`src/rtl/cpu_pkg.sv`:
```
// Shared CPU datapath constants and the clear-engine state encoding
// used by the general-purpose register bank.
package cpu_pkg;

   localparam int WORD_W  = 16;
   localparam int NUM_GPR = 8;

   typedef enum logic {
      ST_IDLE  = 1'b0,
      ST_CLEAR = 1'b1
   } clr_state_t;

endpackage

```
`src/rtl/reg_file_rd_port.sv`:
```
// One combinational read port of the register bank: range check,
// hard-wired zero entry and same-cycle write bypass.
module reg_file_rd_port
   import cpu_pkg::*;
#(
   parameter int WIDTH   = WORD_W,
   parameter int DEPTH   = NUM_GPR,
   parameter int AW      = $clog2(DEPTH),
   parameter int BYPASS  = 1,
   parameter int ZERO_R0 = 0
) (
   input  logic [WIDTH-1:0] i_mem [DEPTH],
   input  logic [AW-1:0]    i_raddr,
   input  logic             i_wr_acc,
   input  logic [AW-1:0]    i_waddr,
   input  logic [WIDTH-1:0] i_wdata,
   output logic [WIDTH-1:0] o_rdata
);

   localparam logic [AW:0] DEPTH_C = (AW+1)'(DEPTH);

   logic w_in_range;
   logic w_is_zero;
   logic w_hit;

   assign w_in_range = ({1'b0, i_raddr} < DEPTH_C);
   assign w_is_zero  = (ZERO_R0 != 0) && (i_raddr == '0);
   // i_wr_acc already excludes dropped writes, so no range/R0 recheck here
   assign w_hit      = (BYPASS != 0) && i_wr_acc && (i_raddr == i_waddr);

   // The array is only indexed once the address is known to be in range
   always_comb begin
      o_rdata = '0;
      if (w_in_range && !w_is_zero) begin
         if (w_hit) begin
            o_rdata = i_wdata;
         end else begin
            o_rdata = i_mem[i_raddr];
         end
      end
   end

endmodule

```
`src/rtl/reg_file.sv`:
```
// General-purpose register bank: DEPTH x WIDTH entries, two combinational
// read ports, one write port and a one-entry-per-cycle clear engine.
module reg_file
   import cpu_pkg::*;
#(
   parameter  int WIDTH   = WORD_W,
   parameter  int DEPTH   = NUM_GPR,
   parameter  int BYPASS  = 1,
   parameter  int ZERO_R0 = 0,
   localparam int AW      = $clog2(DEPTH)
) (
   input  logic             clk,
   input  logic             reset,
   input  logic             we_i,
   input  logic [AW-1:0]    waddr_i,
   input  logic [WIDTH-1:0] wdata_i,
   input  logic [AW-1:0]    raddr_a_i,
   output logic [WIDTH-1:0] rdata_a_o,
   input  logic [AW-1:0]    raddr_b_i,
   output logic [WIDTH-1:0] rdata_b_o,
   input  logic             clr_i,
   output logic             busy_o
);

   localparam logic [AW:0]   DEPTH_C  = (AW+1)'(DEPTH);
   localparam logic [AW-1:0] LAST_IDX = AW'(DEPTH - 1);

   logic [WIDTH-1:0] r_mem [DEPTH];
   clr_state_t       r_state;
   clr_state_t       w_state_nxt;
   logic [AW-1:0]    r_idx;
   logic [AW-1:0]    w_idx_nxt;
   logic             w_waddr_ok;
   logic             w_wr_acc;

   assign w_waddr_ok = ({1'b0, waddr_i} < DEPTH_C) &&
                       !((ZERO_R0 != 0) && (waddr_i == '0));
   // Writes are only taken in IDLE; anything issued during a sweep is dropped
   assign w_wr_acc   = we_i && (r_state == ST_IDLE) && w_waddr_ok;
   assign busy_o     = (r_state == ST_CLEAR);

   always_comb begin
      w_state_nxt = r_state;
      w_idx_nxt   = r_idx;
      case (r_state)
         ST_IDLE: begin
            if (clr_i) begin
               w_state_nxt = ST_CLEAR;
               w_idx_nxt   = '0;
            end
         end
         ST_CLEAR: begin
            if (r_idx == LAST_IDX) begin
               w_state_nxt = ST_IDLE;
               w_idx_nxt   = '0;
            end else begin
               w_idx_nxt   = r_idx + AW'(1);
            end
         end
         default: begin
            w_state_nxt = ST_IDLE;
            w_idx_nxt   = '0;
         end
      endcase
   end

   always_ff @(posedge clk) begin
      if (reset) begin
         r_state <= ST_IDLE;
         r_idx   <= '0;
      end else begin
         r_state <= w_state_nxt;
         r_idx   <= w_idx_nxt;
      end
   end

   // r_idx never exceeds DEPTH-1 while in CLEAR, so the sweep index is safe
   always_ff @(posedge clk) begin
      if (reset) begin
         for (int i = 0; i < DEPTH; i++) begin
            r_mem[i] <= '0;
         end
      end else if (r_state == ST_CLEAR) begin
         r_mem[r_idx] <= '0;
      end else if (w_wr_acc) begin
         r_mem[waddr_i] <= wdata_i;
      end
   end

   reg_file_rd_port #(
      .WIDTH   (WIDTH),
      .DEPTH   (DEPTH),
      .AW      (AW),
      .BYPASS  (BYPASS),
      .ZERO_R0 (ZERO_R0)
   ) u_rd_a (
      .i_mem    (r_mem),
      .i_raddr  (raddr_a_i),
      .i_wr_acc (w_wr_acc),
      .i_waddr  (waddr_i),
      .i_wdata  (wdata_i),
      .o_rdata  (rdata_a_o)
   );

   reg_file_rd_port #(
      .WIDTH   (WIDTH),
      .DEPTH   (DEPTH),
      .AW      (AW),
      .BYPASS  (BYPASS),
      .ZERO_R0 (ZERO_R0)
   ) u_rd_b (
      .i_mem    (r_mem),
      .i_raddr  (raddr_b_i),
      .i_wr_acc (w_wr_acc),
      .i_waddr  (waddr_i),
      .i_wdata  (wdata_i),
      .o_rdata  (rdata_b_o)
   );

endmodule

```
`config.mk`:
```
export PLATFORM = sky130hd
export DESIGN_NAME = reg_file
export DESIGN_NICKNAME = d
export VERILOG_FILES = /design/src/rtl/cpu_pkg.sv /design/src/rtl/reg_file_rd_port.sv /design/src/rtl/reg_file.sv
export SDC_FILE = /design/constraint.sdc
export NUM_CORES = 1
export LEC_CHECK = 0
export ABC_AREA = 1
export BUFFER_PORTS_ARGS = -buffer_cell sky130_fd_sc_hd__buf_2
export CAP_MARGIN = 20
export CORE_MARGIN = 2
export CORE_UTILIZATION = 55
export CTS_CLUSTER_SIZE = 8
export DETAILED_ROUTE_END_ITERATION = 16
export GPL_TIMING_DRIVEN = 0
export PLACE_DENSITY = 0.86
export SKIP_CTS_REPAIR_TIMING = 1
export SYNTH_ARGS = -nofsm -noshare
export SYNTH_HDL_FRONTEND = slang
export SYNTH_SLANG_ARGS = --single-unit
```
`constraint.sdc`:
```
create_clock -name clk -period 2.04 [get_ports clk]
set_input_delay 0.612 -clock clk [delete_from_list [all_inputs] [get_ports clk]]
set_output_delay 0.612 -clock clk [all_outputs]
set_load 0.005 [all_outputs]
```
; Yosys cells after proc, flatten, opt, wreduce, memory -nomap -nowiden
; Index checks and enable logic that the tools add are counted.
[word_totals]
ff_bits = 132
in_bits = 29
output_inout_bits = 33
wordCells = 55
[classes]
addsub = 1
order_cmp = 6
n_eq_ne = 4
muxes = 21
bitwise_logic = 7
reduce_logical = 6
[op_table]
columns = operator, n
row1 = $mux W128, 2
row2 = $and A128 B128 Y128, 1
row3 = $bwmux W128, 1
row4 = $mux W16, 8
row5 = $not A128 Y128, 1
row6 = $bmux W16 S3, 2
row7 = $demux W16 S3, 2
row8 = $ge A4 B4 Y1 const B, 4
row9 = $not A3 Y4, 4
row10 = $lt A4 B1 Y1 const B, 2
row11 = $eq A3 B3 Y1, 2
row12 = $mux W3, 2
row13 = $pmux W3 S2, 1
row14 = $logic_and A1 B1 Y1, 5
row15 = $add A3 B1 Y3 const B, 1
row16 = $eq A3 B3 Y1 const B, 1
row17 = $mux W1, 2
row18 = $ne A2 B2 Y1 const B, 1
row19 = $pmux W1 S2, 1
row20 = $reduce_bool A2 Y1, 1
row21 = $not A1 Y1, 1

; Depth between registers and ports, before layout
; Gate-level depths: netlist (run 1).
[depth]
depth_word = 8
depth_mapped = 10
depth_no_buf = 8

; By module
; A second synthesis (run 1) with hierarchy kept.
[unflattened]
hier_cells = 1495
area_unflattened_um2 = 8829.7
[by_module_without_submodules]
columns = mod, instances, cells_per_inst, area_each_um2, seq_area_each_um2
row1 = reg_file, 1, 639, 5066.1, 2642.5
row2 = reg_file_rd_port, 2, 428, 1881.8, 0.0

; Worst setup path before layout (run 1)
; No wires, ideal clock.
[synth_path]
path_type = input-to-output
startpoint = input raddr_a_i[2]
endpoint = output rdata_a_o[10]
arrival_ns = 1.508
required_ns = 1.428
setup_slack_ns = -0.080
path_stages = 10
n_path_buf = 2
path_cell_list = buf_2 inv_2 nand2_1 nand2_1 nor2_1 nand2_2 inv_2 buf_6 nand2_1 nand2_1
[synth_between]
elab_chain_cells = 5
elab_cells_between_ends = 7
cone_classes = 1 x eq/ne / 4 x mux / 1 x bitwise / 1 x reduce/logical
[synth_lines]
columns = item, line
row1 = "start, declared", reg_file.sv:17  ; input logic [AW-1:0] raddr_a_i,
row2 = $not A3 Y4 (not written as such), reg_file_rd_port.sv:38  ; o_rdata = i_mem[i_raddr];
row3 = $bmux W16 S3, reg_file_rd_port.sv:38
row4 = $mux W16 (not written as such) (2 in a row), reg_file_rd_port.sv:38
row5 = $mux W16 (*), reg_file_rd_port.sv:35  ; if (w_hit) begin
row6 = "end, declared", reg_file.sv:18  ; output logic [WIDTH-1:0] rdata_a_o,
; Mark *: on every way between the ends. The rest lies on a longest branch, timed or not. The select of a mux whose other input is x is not followed.

; Worst setup path after layout (run 1)
[layout_path]
startpoint = register r_state (netlist: busy_o)
endpoint = output rdata_a_o[5]
[layout_between]
elab_chain_cells = 4
[layout_lines]
columns = item, line
row1 = "start, declared", reg_file.sv:29  ; clr_state_t r_state;
row2 = "start signal, assigned", reg_file.sv:72  ; r_state <= w_state_nxt;
row3 = $not A1 Y1, n/a
row4 = $logic_and A1 B1 Y1, reg_file.sv:39  ; assign w_wr_acc = we_i && (r_state == ST_IDLE) && w_waddr_ok;
row5 = $logic_and A1 B1 Y1, reg_file_rd_port.sv:29  ; assign w_hit = (BYPASS != 0) && i_wr_acc && (i_raddr == i_waddr);
row6 = $mux W16, reg_file_rd_port.sv:35
; No other way between the ends.

==> results of run 1 <==
## cell usage after synthesis
cell type	n
sky130_fd_sc_hd__a211oi_1	1
sky130_fd_sc_hd__a21oi_1	131
sky130_fd_sc_hd__buf_1	11
sky130_fd_sc_hd__buf_2	44
sky130_fd_sc_hd__buf_4	1
sky130_fd_sc_hd__buf_6	11
sky130_fd_sc_hd__clkbuf_1	41
sky130_fd_sc_hd__clkinv_2	4
sky130_fd_sc_hd__dfxtp_1	132
sky130_fd_sc_hd__ha_1	2
sky130_fd_sc_hd__inv_1	139
sky130_fd_sc_hd__inv_2	12
sky130_fd_sc_hd__nand2_1	480
sky130_fd_sc_hd__nand2_2	2
sky130_fd_sc_hd__nand3_1	353
sky130_fd_sc_hd__nand3_2	8
sky130_fd_sc_hd__nor2_1	13
sky130_fd_sc_hd__nor2_2	2
sky130_fd_sc_hd__nor2_8	1
## layout by cell type (no fill, tap or decap), drive strengths merged
master	instances
ha	2
bufinv	5
buf	122
clkinvlp	2
nand2	482
inv	151
clkinv	9
a211oi	1
nor2	16
a21oi	131
clkbuf	63
nand3	361
dfxtp	132
## layout make-up
type	instances	area (µm²)
plain buffers	107	790
clock buffers	19	443
clock inverters	12	205
fillers	1298	4630
inverters	155	607
multi-input cells	993	4560
flip-flops and latches	132	2650
well taps	184	230
repair buffers	59	429
## critical path, stage by stage, from the launching register on
cell	delay, ns
sky130_fd_sc_hd__dfxtp_4	0.37
sky130_fd_sc_hd__nor2_8	0.16
sky130_fd_sc_hd__nand2_2	0.09
sky130_fd_sc_hd__nor2_4	0.13
sky130_fd_sc_hd__nand2_4	0.10
sky130_fd_sc_hd__inv_4	0.10
sky130_fd_sc_hd__buf_6	0.12
sky130_fd_sc_hd__nand2_1	0.07
sky130_fd_sc_hd__nand2_2	0.11
sky130_fd_sc_hd__buf_2	0.11
## stage by stage
stage                     setup TNS, ns  hold slack [ns]   util  power, mW  worst slack, ns
after floorplan                   -1.08            0.457      -       3.37          -0.0539
after global placement           -20.89            0.465  0.595       3.71           -0.618
after detailed placement         -20.43            0.473  0.595       3.72           -0.637
after CTS                        -18.49            0.481  0.639       7.08           -0.646
after global routing             -11.58            0.496  0.682       7.47           -0.404
final                            -10.34            0.480  0.682       7.29           -0.374
## power by group through the flow
| stage | Sequential, mW | Clock, mW | Combinational, mW |
|---|---|---|---|
| 5_1_grt | 2.66 | 3.52 | 1.29 |
| 6_report | 2.65 | 3.42 | 1.22 |
| 2_1_floorplan | 2.70 | 0 | 0.674 |
| 3_3_place_gp | 2.70 | 0 | 1.01 |
| 4_1_cts | 2.65 | 3.41 | 1.02 |
| 3_5_place_dp | 2.70 | 0 | 1.01 |
## cell families after synthesis
| family | share of synthesized area |
|---|---|
| AND/OR/NAND/NOR | 0.456 |
| buffers and inverters | 0.138 |
| AO/OA/AOI/OAI | 0.0808 |
| flip-flops | 0.322 |
| adder cells (fa/ha/maj) | 0.00305 |
## worst min-delay path by stage
| stage | cells after the start | startpoint | end | slack [ns] |
|---|---|---|---|---|
| detailed placement | 2 | r_mem[11]$_SDFFE_PP0P_ | r_mem[11]$_SDFFE_PP0P_ | 0.47 |
| global route | 2 | r_mem[67]$_SDFFE_PP0P_ | r_mem[67]$_SDFFE_PP0P_ | 0.50 |
| CTS | 4 | clr_i | r_idx[0]$_SDFFE_PP0P_ | 0.48 |
| floorplan | 2 | r_mem[102]$_SDFFE_PP0P_ | r_mem[102]$_SDFFE_PP0P_ | 0.46 |
| finish | 2 | r_mem[60]$_SDFFE_PP0P_ | r_mem[60]$_SDFFE_PP0P_ | 0.48 |
| global placement | 2 | r_mem[117]$_SDFFE_PP0P_ | r_mem[117]$_SDFFE_PP0P_ | 0.46 |
## registers in the layout, indices dropped and copies added (netlist names)
| name | flops |
|---|---|
| r_mem | 128 |
| r_idx | 3 |
| busy_o | 1 |
## metal layers
layer | global-route usage | vias up | wire length, µm
met5 | 0 | - | 0
met4 | 0.156 | 0 | 1530
met3 | 0.102 | 145 | 3810
met2 | 0.590 | 718 | 13700
met1 | 0.458 | 4410 | 11600
li1 | - | 4587 | -
==> impl_metrics.toml, run 1 <==
[die]
die_w_um = 126
rows = 44
fp.coreArea_um2 = 14500
ios = 62
initial_core_util = 0.565
floorplan.die.height_um = 126
full_die_area_um2 = 15900

[cts]
cts_tree = "yes"
clock_insertion_delay_worst_skew_ns = 0.44
max-clock-path-buffers = 2
clk_pin_slew_ns = 0.06
ctsHtreeMaxLevel = 4
root_buffer = "sky130_fd_sc_hd__clkbuf_16"
cts.sinks = 132
cts_made_buffers = 17

[power]
worst_ir_drop_vdd_mv = 0.656
p_int_mw = 5.25
leakage_nw = 4.37
power_frac_clock = 0.469
sw_frac_of_total = 0.280
p_comb_frac = 0.167
pwr_density_cell_nw_per_um2 = 736
p_switching_mw = 2.04
seq_power_share = 0.364

[grt]
globalRouteOverflowTotal = 0
grtUsageTotal = 0.365
wire_length_of_the_first_global_routing_pass_mm = 46.0
grt_pass1_vias = 8887
maximum_number_of_pins_on_one_net_before_global_route_repair = 17
grt_antenna_before_repair = 0

[placed_design]
port_buffers = 39
hpwlAfterDp_mm = 22.0
placed_cells = 1611
finalWeightedCongestion = 0.997
place_area_um2 = 8640

[setup_path]
crit_path_end = "rdata_a_o[5]"
worst-r2r-setup-slack_ns = 0.16
worst_endpoint_required_time_ns = 1.43
setup.worst_path.start_class = "flip-flop"
worst-path-max-fanout = 8
timing.setup.critical_path_class = "flip-flop to output port"
worstReg2RegStart = "busy_o$_SDFF_PP0_"
r2r-end = "r_mem[62]$_SDFFE_PP0P_"
critical_path_arrival_ns = 1.80
crit_path_start = "busy_o$_SDFF_PP0_"
worst_setup_path_end_kind = "output port"
worst-r2r-cell-count = 8

[synthesis]
post_synth_main_area_contributors = "sky130_fd_sc_hd__dfxtp_1 32%, sky130_fd_sc_hd__nand2_1 22%, sky130_fd_sc_hd__nand3_1 22%"
synth-warning-count = 0
seq_area_frac_synth = 0.322
synth_top_area_cell = "sky130_fd_sc_hd__dfxtp_1"
number_of_synthesized_register_bits = 132
postSynthNetCount = 1419
post_synth_instance_area_um2 = 8210
netlist-cell-type-count = 19
synth.avg_cell_area_um2 = 5.91
synth_largest_type_area_fraction = 0.322
synthesis.instances = 1388

[final_layout]
post_route_cells_drive_above_1_share = 0.162
final_cell_count_no_fill = 1661
nets = 1496
syn_to_final_growth_pct = 20.7
fin_area_um2 = 9910
insertedDiodeCount = 0

[routing]
remaining_drc_errors = 0
vias_per_cell = 5.94
detail_route.first_pass.iterations = 6
route.final.wire_length_mm = 30.7
wl_per_cell_um = 18.5
drt_iter0_markers = 1481
ant_nets = 0
routed-via-count = 9860

[timing]
finalSetupViolCount = 32
fin_skew_ns = 0.00724
rsz_0062_raised_after_global_routing = "yes"
slew_viol_final = 0
layout_worst_path_cycle_share = 1.18
achievable-frequency_mhz = 414
min_period_ns = 2.41
timing_hold_violations_final = 0
layout_setup_ws_ns = -0.374
maxSlewHeadroom = 0.481
worst-slew-pin-transition_ns = 0.778

[status]
run_status = "finished, violations left"
failing_checks = "setup timing"

[run]
max_cap_viol_count = 0

[min_path]
classification_of_the_worst_slack_hold_path = "flip-flop to flip-flop"
No activity file was read; power rests on OpenSTA's default activity.
==> inputs of run 2 (changes only) <==
--- a/config.mk
+++ b/config.mk
@@ -9,11 +9,11 @@
 export BUFFER_PORTS_ARGS = -buffer_cell sky130_fd_sc_hd__buf_2
 export CAP_MARGIN = 20
 export CORE_MARGIN = 2
-export CORE_UTILIZATION = 55
+export CORE_UTILIZATION = 50
 export CTS_CLUSTER_SIZE = 8
 export DETAILED_ROUTE_END_ITERATION = 16
 export GPL_TIMING_DRIVEN = 0
-export PLACE_DENSITY = 0.86
+export PLACE_DENSITY = 0.8
 export SKIP_CTS_REPAIR_TIMING = 1
 export SYNTH_ARGS = -nofsm -noshare
 export SYNTH_HDL_FRONTEND = slang
==> impl_metrics.toml, run 2 (synthesized netlist as in run 1, its figures left out) <==
[routing]
wl_per_cell_um = 18.4
remaining_drc_errors = 0
detail_route.first_pass.iterations = 7
ant_nets = 0
routed-via-count = 9829
vias_per_cell = 5.81
drt_iter0_markers = 1517
route.final.wire_length_mm = 31.2

[power]
seq_power_share = 0.368
p_comb_frac = 0.166
power_frac_clock = 0.467
p_switching_mw = 2.08
p_int_mw = 5.13
leakage_nw = 4.33
pwr_density_cell_nw_per_um2 = 735
worst_ir_drop_vdd_mv = 0.645
sw_frac_of_total = 0.288

[setup_path]
worstReg2RegStart = "busy_o$_SDFF_PP0_"
critical_path_arrival_ns = 1.92
r2r-end = "r_mem[56]$_SDFFE_PP0P_"
worst-path-max-fanout = 7
worst-r2r-setup-slack_ns = 0.19
worst_setup_path_end_kind = "output port"
worst-r2r-cell-count = 8
setup.worst_path.start_class = "flip-flop"
worst_endpoint_required_time_ns = 1.43
timing.setup.critical_path_class = "flip-flop to output port"

[final_layout]
syn_to_final_growth_pct = 19.5
layout_commonest_cell = "sky130_fd_sc_hd__nand2_1"
total_area_of_multi_input_combinational_cells_um2 = 4570
post_route_cells_drive_above_1_share = 0.155
fin_area_um2 = 9810
mostFrequentLayoutCells = "463 x sky130_fd_sc_hd__nand2_1, 344 x sky130_fd_sc_hd__nand3_1, 137 x sky130_fd_sc_hd__inv_1"
final_cell_count_no_fill = 1693
final.fill_count = 1504
insertedDiodeCount = 0
nets = 1495
regArea_um2 = 2640
regMostFlops = "r_mem"
largest_reg_flops = 128

[placed_design]
finalWeightedCongestion = 0.997
port_buffers = 39
dpl_worst_slack_ns = -0.666
placed_cells = 1643
hpwlAfterDp_mm = 22.6
place_area_um2 = 8680

[cts]
max-clock-path-buffers = 2
clock_insertion_delay_worst_skew_ns = 0.44
ctsHtreeMaxLevel = 4
cts_tree = "yes"
clk_pin_slew_ns = 0.06
cts_made_buffers = 17
root_buffer = "sky130_fd_sc_hd__clkbuf_16"
cts.sinks = 132

[min_path]
hold_path_end = "r_idx[1]$_SDFFE_PP0P_"
classification_of_the_worst_slack_hold_path = "input port to flip-flop"
hold_path.startpoint = "clr_i"
min_path_cells = 4

[grt]
wire_length_of_the_first_global_routing_pass_mm = 47.6
grtUsageTotal = 0.345
globalRouteOverflowTotal = 0
maximum_number_of_pins_on_one_net_before_global_route_repair = 17
grt_antenna_before_repair = 0
grt_pass1_vias = 8971

[die]
full_die_area_um2 = 17500
die_w_um = 132
floorplan.die.height_um = 132
rows = 46
initial_core_util = 0.515
fp.coreArea_um2 = 15900
ios = 62

[timing]
slew_viol_final = 0
layout_setup_ws_ns = -0.491
layout_worst_path_cycle_share = 1.24
achievable-frequency_mhz = 395
fin_skew_ns = 0.00947
maxSlewHeadroom = 0.474
timing.hold.ws_ns = 0.478
timing.setup.tns_ns = -13.01
rsz_0062_raised_after_global_routing = "yes"
worst-slew-pin-transition_ns = 0.789
min_period_ns = 2.53
timing_hold_violations_final = 0
finalSetupViolCount = 32

[status]
run_status = "finished, violations left"
failing_checks = "setup timing"

[run]
max_cap_viol_count = 0
[run 2: through the flow]
step,utilization,power (mW)
global route,0.615,7.39
CTS,0.584,7.03
floorplan,-,3.37
global placement,0.545,3.72
detailed placement,0.545,3.73
finish,0.615,7.21
[run 2: critical path, cell delays in order (launching register included)]
cell                      delay (ns)
sky130_fd_sc_hd__dfxtp_2        0.32
sky130_fd_sc_hd__buf_6          0.13
sky130_fd_sc_hd__nor2_8         0.14
sky130_fd_sc_hd__nand2_2        0.09
sky130_fd_sc_hd__nor2_4         0.15
sky130_fd_sc_hd__nand2_4        0.13
sky130_fd_sc_hd__inv_8          0.11
sky130_fd_sc_hd__buf_4          0.13
sky130_fd_sc_hd__nand2_1        0.05
sky130_fd_sc_hd__nand2_1        0.12
sky130_fd_sc_hd__buf_2          0.12
[run 2: worst max-delay path by stage]
stage	startpoint	to	slack, ns
after floorplan	we_i	rdata_a_o[10]	-0.05
after global placement	raddr_b_i[0]	rdata_b_o[14]	-0.67
after detailed placement	raddr_b_i[0]	rdata_b_o[14]	-0.67
after CTS	raddr_b_i[0]	rdata_b_o[11]	-0.70
after global routing	busy_o$_SDFF_PP0_	rdata_b_o[10]	-0.50
final	busy_o$_SDFF_PP0_	rdata_b_o[4]	-0.49
[run 2: per-layer routing]
| layer | track usage | share of wire | up-vias |
|---|---|---|---|
| met4 | 0.158 | 0.045 | 0 |
| met5 | 0 | 0 | - |
| met2 | 0.553 | 0.45 | 653 |
| met1 | 0.448 | 0.41 | 4477 |
| met3 | 0.0696 | 0.098 | 120 |
| li1 | - | - | 4579 |
[run 2: cell type report]
type / instances / share of cell area
multi-input combinational: 994 / 0.466
sequential: 132 / 0.270
buffer: 108 / 0.0721
inverter: 155 / 0.0623
clock buffer: 19 / 0.0462
timing repair buffer: 56 / 0.0383
tap: 216 / 0.0276
clock inverter: 13 / 0.0185
[run 2: power groups by stage]
stage / registers [mW] / logic, mW / clock network, mW
after floorplan: 2.70 / 0.674 / 0
final: 2.65 / 1.19 / 3.36
after global routing: 2.65 / 1.27 / 3.46
after global placement: 2.70 / 1.02 / 0
after CTS: 2.65 / 1.03 / 3.35
after detailed placement: 2.71 / 1.03 / 0
==> inputs of run 3 (changes only) <==
--- a/config.mk
+++ b/config.mk
@@ -10,6 +10,7 @@
 export CAP_MARGIN = 20
 export CORE_MARGIN = 2
 export CORE_UTILIZATION = 50
+export CTS_BUF_LIST = sky130_fd_sc_hd__clkbuf_4 sky130_fd_sc_hd__clkbuf_8
 export CTS_CLUSTER_SIZE = 8
 export DETAILED_ROUTE_END_ITERATION = 16
 export GPL_TIMING_DRIVEN = 0
==> impl_metrics.toml, run 3 (synthesized netlist as in run 1, its figures left out) <==
[status]
run_status = "finished, violations left"
failing_checks = "setup timing"

[timing]
rsz_0062_raised_after_global_routing = "yes"
min_period_ns = 2.48
finalSetupViolCount = 32
maxSlewHeadroom = 0.490
layout_worst_path_cycle_share = 1.22
achievable-frequency_mhz = 402
layout_setup_ws_ns = -0.445
timing.hold.ws_ns = 0.429
fin_skew_ns = 0.0125
slew_viol_final = 0
worst-slew-pin-transition_ns = 0.765
timing_hold_violations_final = 0

[power]
totalPowerFinal_mw = 6.38
pwr_density_cell_nw_per_um2 = 663
worst_ir_drop_vdd_mv = 0.552
leakage_nw = 4.24

[cts]
cts_tree = "yes"
cts_made_buffers = 17
clock_insertion_delay_worst_skew_ns = 0.49
max-clock-path-buffers = 2
root_buffer = "sky130_fd_sc_hd__clkbuf_8"
cts.sinks = 132
ctsHtreeMaxLevel = 4
clk_pin_slew_ns = 0.09

[routing]
routed-via-count = 9771
vias_per_cell = 5.78
route.final.wire_length_mm = 30.9
remaining_drc_errors = 0
wl_per_cell_um = 18.3
ant_nets = 0
drt_iter0_markers = 1479
detail_route.first_pass.iterations = 6

[final_layout]
final_util = 0.604
final.fill_count = 1508
nets = 1493
layout_commonest_cell = "sky130_fd_sc_hd__nand2_1"
post_route_cells_drive_above_1_share = 0.159
regArea_um2 = 2650
fin_area_um2 = 9630
total_area_of_multi_input_combinational_cells_um2 = 4580
syn_to_final_growth_pct = 17.4
mostFrequentLayoutCells = "453 x sky130_fd_sc_hd__nand2_1, 347 x sky130_fd_sc_hd__nand3_1, 137 x sky130_fd_sc_hd__inv_1"
largest_reg_flops = 128
regMostFlops = "r_mem"
insertedDiodeCount = 0

[die]
floorplan.die.height_um = 132
initial_core_util = 0.515
rows = 46
fp.coreArea_um2 = 15900
die_w_um = 132
full_die_area_um2 = 17500
ios = 62

[setup_path]
worst_endpoint_required_time_ns = 1.43
critical_path.slowest_cell = "sky130_fd_sc_hd__dfxtp_4"
critical_path_arrival_ns = 1.87
crit_path_frequent_cell = "sky130_fd_sc_hd__nand2_2"
timing.setup.critical_path_class = "flip-flop to output port"
setup.worst_path.start_class = "flip-flop"
worst_setup_path_end_kind = "output port"
worst-path-max-fanout = 7
path_cells = "nor2_8, nand2_2, nor2_4, nand2_4, inv_8, buf_8, nand2_2, nand2_2, buf_2"
critPathMaxStageDelay_ns = 0.38

[grt]
grt_pass1_vias = 8865
wire_length_of_the_first_global_routing_pass_mm = 47.1
grt_antenna_before_repair = 0
grtUsageTotal = 0.342
maximum_number_of_pins_on_one_net_before_global_route_repair = 17
globalRouteOverflowTotal = 0

[min_path]
classification_of_the_worst_slack_hold_path = "input port to flip-flop"

[placed_design]
dpl_worst_slack_ns = -0.666
hpwlAfterDp_mm = 22.6
finalWeightedCongestion = 0.997
port_buffers = 39
place_area_um2 = 8680

[run]
max_cap_viol_count = 0
run 3: power breakdown:
| part | switching (mW) | internal [mW] | leakage (nW) |
|---|---|---|---|
| clock | 1.16 | 1.39 | 0.221 |
| sequential | 0.0300 | 2.62 | 1.07 |
| combinational | 0.784 | 0.401 | 2.95 |
run 3: critical path: cells and delay by family (launching register included):
kind	cells	cell delay (ns)
and+or+nand+nor	6	0.63
buffers and inverters	3	0.35
DFF	1	0.38
run 3: layout make-up:
class                           count  share of cell area
Multi-Input combinational cell    994               0.475
Clock buffer                       19              0.0271
Sequential cell                   132               0.275
Inverter                          155              0.0634
Tap cell                          216              0.0281
Clock inverter                     13              0.0188
Timing Repair Buffer               55              0.0386
Buffer                            107              0.0740
run 3: path summary, 6_finish.rpt:
path,startpoint,to,slack (ns),depth (start not counted)
worst max-delay path,busy_o$_SDFF_PP0_,rdata_b_o[3],-0.44,9
worst min-delay path,clr_i,r_idx[1]$_SDFFE_PP0P_,0.43,4
worst max register to register,busy_o$_SDFF_PP0_,r_mem[62]$_SDFFE_PP0P_,0.27,7
worst min register to register,r_mem[3]$_SDFFE_PP0P_,r_mem[3]$_SDFFE_PP0P_,0.48,2
run 3: per-stage QoR:
step / std cells / setup TNS [ns]
after global routing: 1691 / -13.88
after floorplan: 1388 / -1.08
after global placement: 1643 / -20.80
after CTS: 1675 / -18.96
final: 1691 / -12.60
after detailed placement: 1643 / -20.29
run 3: layer usage:
layer,up-vias,global-route usage,part of all wire
met3,137,0.0750,0.11
met2,690,0.543,0.44
met1,4366,0.444,0.40
met4,0,0.159,0.050
li1,4578,-,-
met5,-,0,0
